[src/rtl/alu_pkg.sv]
// Shared definitions for the multi-precision add/subtract sequencer.
package alu_pkg;

    localparam int WORD_W = 32;

    typedef enum logic [1:0] {
        IDLE = 2'd0,
        RUN  = 2'd1,
        DONE = 2'd2
    } state_t;

    // Word index width; at least one bit so WORDS = 1 still has a legal register.
    function automatic int idx_w(input int words);
        return (words <= 1) ? 1 : $clog2(words);
    endfunction

endpackage

[src/rtl/fulladder_32bit.sv]
// 32-bit adder with carry-in/carry-out, shared per-word datapath.
module fulladder_32bit (
    input  logic [31:0] a_i,
    input  logic [31:0] b_i,
    input  logic        cin_i,
    output logic [31:0] sum_o,
    output logic        cout_o
);

    // Plain ripple-style add; synthesis picks the adder architecture.
    assign {cout_o, sum_o} = {1'b0, a_i} + {1'b0, b_i} + {32'd0, cin_i};

endmodule

[src/rtl/mp_addsub_ctrl.sv]
// Multi-precision add/subtract sequencer: one 32-bit adder reused over WORDS
// cycles with the carry chained word by word.
//
//   state | meaning
//   ------+-----------------------------------------------------------
//   IDLE  | ready for a request; operands latched on accept
//   RUN   | one word per cycle through the adder, carry registered
//   DONE  | result/cout/overflow held until the consumer accepts
module mp_addsub_ctrl
    import alu_pkg::*;
#(
    parameter int WORDS = 4
) (
    input  logic                    clk,
    input  logic                    rst_n,
    input  logic                    start_valid,
    output logic                    start_ready,
    input  logic                    op_sub,
    input  logic [WORD_W*WORDS-1:0] a,
    input  logic [WORD_W*WORDS-1:0] b,
    output logic                    res_valid,
    input  logic                    res_ready,
    output logic [WORD_W*WORDS-1:0] result,
    output logic                    cout,
    output logic                    overflow,
    output logic                    busy
);

    localparam int W    = WORD_W * WORDS;
    localparam int IW   = idx_w(WORDS);
    localparam int LAST = WORDS - 1;

    state_t          state_q, state_d;
    logic [W-1:0]    a_q, a_d;
    logic [W-1:0]    b_q, b_d;
    logic [W-1:0]    res_q, res_d;
    logic [IW-1:0]   idx_q, idx_d;
    logic            carry_q, carry_d;
    logic            cout_q, cout_d;
    logic            ovf_q, ovf_d;

    logic [WORD_W-1:0] a_word;
    logic [WORD_W-1:0] b_word;
    logic [WORD_W-1:0] sum_word;
    logic              add_cout;

    assign a_word = a_q[int'(idx_q)*WORD_W +: WORD_W];
    assign b_word = b_q[int'(idx_q)*WORD_W +: WORD_W];

    fulladder_32bit u_add (
        .a_i   (a_word),
        .b_i   (b_word),
        .cin_i (carry_q),
        .sum_o (sum_word),
        .cout_o(add_cout)
    );

    // State and datapath registers; reset clears everything so no partial result leaks.
    always_ff @(posedge clk or negedge rst_n) begin
        if (!rst_n) begin
            state_q <= IDLE;
            a_q     <= '0;
            b_q     <= '0;
            res_q   <= '0;
            idx_q   <= '0;
            carry_q <= 1'b0;
            cout_q  <= 1'b0;
            ovf_q   <= 1'b0;
        end else begin
            state_q <= state_d;
            a_q     <= a_d;
            b_q     <= b_d;
            res_q   <= res_d;
            idx_q   <= idx_d;
            carry_q <= carry_d;
            cout_q  <= cout_d;
            ovf_q   <= ovf_d;
        end
    end

    // Next-state and datapath update; subtract is A + ~B with the +1 as initial carry.
    always_comb begin
        state_d = state_q;
        a_d     = a_q;
        b_d     = b_q;
        res_d   = res_q;
        idx_d   = idx_q;
        carry_d = carry_q;
        cout_d  = cout_q;
        ovf_d   = ovf_q;
        case (state_q)
            IDLE: begin
                if (start_valid) begin
                    a_d     = a;
                    b_d     = op_sub ? ~b : b;
                    carry_d = op_sub;
                    idx_d   = '0;
                    res_d   = '0;
                    cout_d  = 1'b0;
                    ovf_d   = 1'b0;
                    state_d = RUN;
                end
            end
            RUN: begin
                res_d[int'(idx_q)*WORD_W +: WORD_W] = sum_word;
                carry_d = add_cout;
                if (int'(idx_q) == LAST) begin
                    cout_d  = add_cout;
                    ovf_d   = (a_word[WORD_W-1] == b_word[WORD_W-1]) &&
                              (sum_word[WORD_W-1] != a_word[WORD_W-1]);
                    state_d = DONE;
                end else begin
                    idx_d = idx_q + IW'(1);
                end
            end
            DONE: begin
                if (res_ready) begin
                    state_d = IDLE;
                end
            end
            default: state_d = IDLE;
        endcase
    end

    assign start_ready = (state_q == IDLE);
    assign res_valid   = (state_q == DONE);
    assign busy        = (state_q != IDLE);
    assign result      = res_q;
    assign cout        = cout_q;
    assign overflow    = ovf_q;

endmodule

[config.mk]
export PLATFORM = sky130hd
export DESIGN_NAME = mp_addsub_ctrl
export DESIGN_NICKNAME = d
export VERILOG_FILES = /design/src/rtl/alu_pkg.sv /design/src/rtl/fulladder_32bit.sv /design/src/rtl/mp_addsub_ctrl.sv
export SDC_FILE = /design/constraint.sdc
export NUM_CORES = 1
export LEC_CHECK = 0
export BUFFER_PORTS_ARGS = -buffer_cell sky130_fd_sc_hd__buf_2
export CAP_MARGIN = 15
export CORE_AREA = 4 4 189 191
export CTS_CLUSTER_DIAMETER = 40
export DETAILED_ROUTE_END_ITERATION = 6
export DIE_AREA = 0 0 193 195
export PLACE_DENSITY = 0.89
export SYNTH_ARGS = -nofsm -noshare
export SYNTH_HDL_FRONTEND = slang
export SYNTH_SLANG_ARGS = --single-unit
export TNS_END_PERCENT = 20
[constraint.sdc]
create_clock -name clk -period 4.8 [get_ports clk]
set_input_delay 0.72 -clock clk [delete_from_list [all_inputs] [get_ports clk]]
set_output_delay 0.72 -clock clk [all_outputs]
set_load 0.03 [all_outputs]
==> impl_metrics.yaml <==
placed_design:
  port-buffer-count: 393
  hpwl_mm: 38.8
  dpl_cell_area_sq_um: 21000
  routabilityCongestion: 0.890
die:
  start_util_pct: 54.5
  fp.dieW_um: 193
  num_rows: 68
  pin_count: 394
  core_sq_um: 34100
  dieArea_sq_um: 37600
  die-height_um: 195
critical_path:
  cp_max_fo: 25
  critPathCaptureType: "flip-flop"
  worst-setup-path-type: "flip-flop to flip-flop"
  start_kind: "flip-flop"
  arrival_ns: 4.51
  timing.rr.start: "idx_q[1]"
  rr_worst_depth: 10
  regToRegEndpoint: "result[20]"
  critPathRequiredTime_ns: 5.29
  rrSetupSlack_ns: 0.78
yosys:
  synth_seq_area_share_pct: 52.6
  syn_area_sq_um: 18600
  synth_edf_count: 0
  synthDistinctLibCells: 61
  yosys_warnings: 0
  synth-seq-cells: 391
  synthArstFlopShare_pct: 100
  synth_fp_nets: 1805
  synth.avg_cell_area_sq_um: 12.3
  synthCells: 1507
  ys.flop_type: "dfrtp_1"
run:
  maxCapViolations: 0
status:
  status: "complete, no violations"
cts:
  htree_num_levels: 2
  cts_buffers: 50
  hold_buffers: 0
  post_cts_resized: 0
  path_clk_slew_ns: 0.07
  cts_tree: "yes"
  clock_sinks: 391
  cts_root_buf: "clkbuf_16"
  clockBufferDepth: 3
  post_cts_buffers: 0
  insertion_delay_ns: 0.57
global_route:
  grt_max_degree: 127
  first_global_vias: 14500
  grt_pass1_wl_mm: 84.6
  grt_overflow: 0
  antenna_found_initial: 11
  grt_use_total_pct: 28.8
cells_and_area:
  layout_common_cells: "buf_2 (391), dfrtp_1 (389), a21oi_1 (161)"
  fin_util_pct: 66.6
  finalInstanceArea_sq_um: 22700
  drive_above_1_share_pct: 37.7
  area_delta_synth_final_pct: 22.2
  nNetsFinal: 2163
  final_common_cell: "buf_2"
timing:
  worst_slew_pin_slew_ns: 1.15
  rsz0062_at_grt: "false"
  slew_viol_final: 0
  fmaxAchievable_mhz: 249
  finalSetupViolations: 0
  hold_viol: 0
  slew-limit-headroom_pct: 23.3
  min_period_ns: 4.02
  final.setup_skew_ns: 0.0294
  hold_ws_ns: 0.224
  fin_setup_tns_ns: 0
  final.period_utilization_pct: 83.8
route:
  routed_wl_mm: 54.8
  ant_nets: 0
  drtIter0Drc: 985
  via_per_inst: 5.98
  drc: 0
  first_pass_iters: 4
  wl_per_cell_um: 23.2
  vias: 14100
min_path:
  hold_path.class: "input pin to async pin"
[critical path: stages (launching register included)]
cell       delay [ns]
dfrtp_4          0.65
buf_4            0.43
mux4_2           0.40
ha_1             0.44
nand2_1          0.16
nor2_1           0.24
nand3_1          0.16
a2111oi_4        0.43
nor3_1           0.14
xnor2_1          0.60
a22o_1           0.26
[through the flow]
stage	std cells	setup slack [ns]
detailed placement	2268	0.825
floorplan	1507	1.05
finish	2363	0.777
global route	2363	0.578
global placement	2268	0.795
CTS	2359	0.778
[routing by layer]
layer | GRT usage [%] | share of wire, %
met1 | 40.7 | 41
met2 | 44.6 | 47
met3 | 5.83 | 7.7
met4 | 10.6 | 3.9
met5 | 0 | 0.16
[kinds of logic (layout without fill, tap and decap cells)]
kind of cell,after synthesis,count (layout),share of synthesized area [%]
AO/OA/AOI/OAI,374,374,13.8
XOR/XNOR,153,153,7.28
adder cells (fa/ha/maj),37,37,2.57
buffers and inverters,120,517,2.64
flip-flops,391,391,52.6
multiplexers,192,192,15.5
other,0,4,0
AND/OR/NAND/NOR,240,240,5.63
[cell usage after synthesis, types with 2 or more instances]
master / count / share of area (%)
a21boi_0: 2 / 0.081
a21o_1: 25 / 1.0
a21oi_1: 161 / 4.3
a22o_1: 121 / 5.7
and2_1: 3 / 0.10
and3_1: 5 / 0.17
and4_1: 3 / 0.14
buf_1: 2 / 0.040
buf_2: 32 / 0.86
clkbuf_1: 75 / 1.5
dfrtp_1: 391 / 53
fa_1: 2 / 0.22
ha_1: 35 / 2.4
inv_1: 11 / 0.22
mux2_2: 128 / 7.7
mux4_2: 64 / 7.7
nand2_1: 37 / 0.75
nand2b_1: 5 / 0.17
nand3_1: 12 / 0.32
nand4_1: 10 / 0.34
nor2_1: 148 / 3.0
nor2b_1: 2 / 0.067
nor3_1: 4 / 0.11
o211ai_1: 2 / 0.081
o21a_1: 5 / 0.20
o21ai_0: 27 / 0.73
o21ai_1: 2 / 0.054
o21bai_1: 7 / 0.28
o2bb2ai_1: 2 / 0.094
or2_2: 2 / 0.067
or3_1: 3 / 0.10
xnor2_1: 143 / 6.7
xor2_1: 8 / 0.38
[worst max-delay path by stage]
stage | to | slack, ns | from
2_1_floorplan | result[28] | 1.05 | idx_q[0]
3_5_place_dp | result[63] | 0.82 | idx_q[1]
6_report | result[20] | 0.78 | idx_q[1]
3_3_place_gp | result[63] | 0.79 | idx_q[1]
4_1_cts | result[63] | 0.78 | idx_q[1]
5_1_grt | result[89] | 0.58 | idx_q[1]
[state kept, by name (all words and copies together) (netlist names)]
name,count
cout,1
carry_q,1
state_q,2
result,128
overflow,1
idx_q,2
b_q,128
a_q,128
[area by class of cell]
cell class / instances / area (sq um)
repair buffers: 415 / 2240
clock inverters: 36 / 430
diodes: 4 / 10.0
flip-flops and latches: 391 / 9790
well taps: 455 / 569
clock buffers: 55 / 1320
fillers: 2388 / 11400
multi-input cells: 996 / 8340
inverters: 11 / 41.3
Power is left out: the tool's default activity adds up to more than one toggle a clock period on the data nets, which glitch-free logic cannot reach.
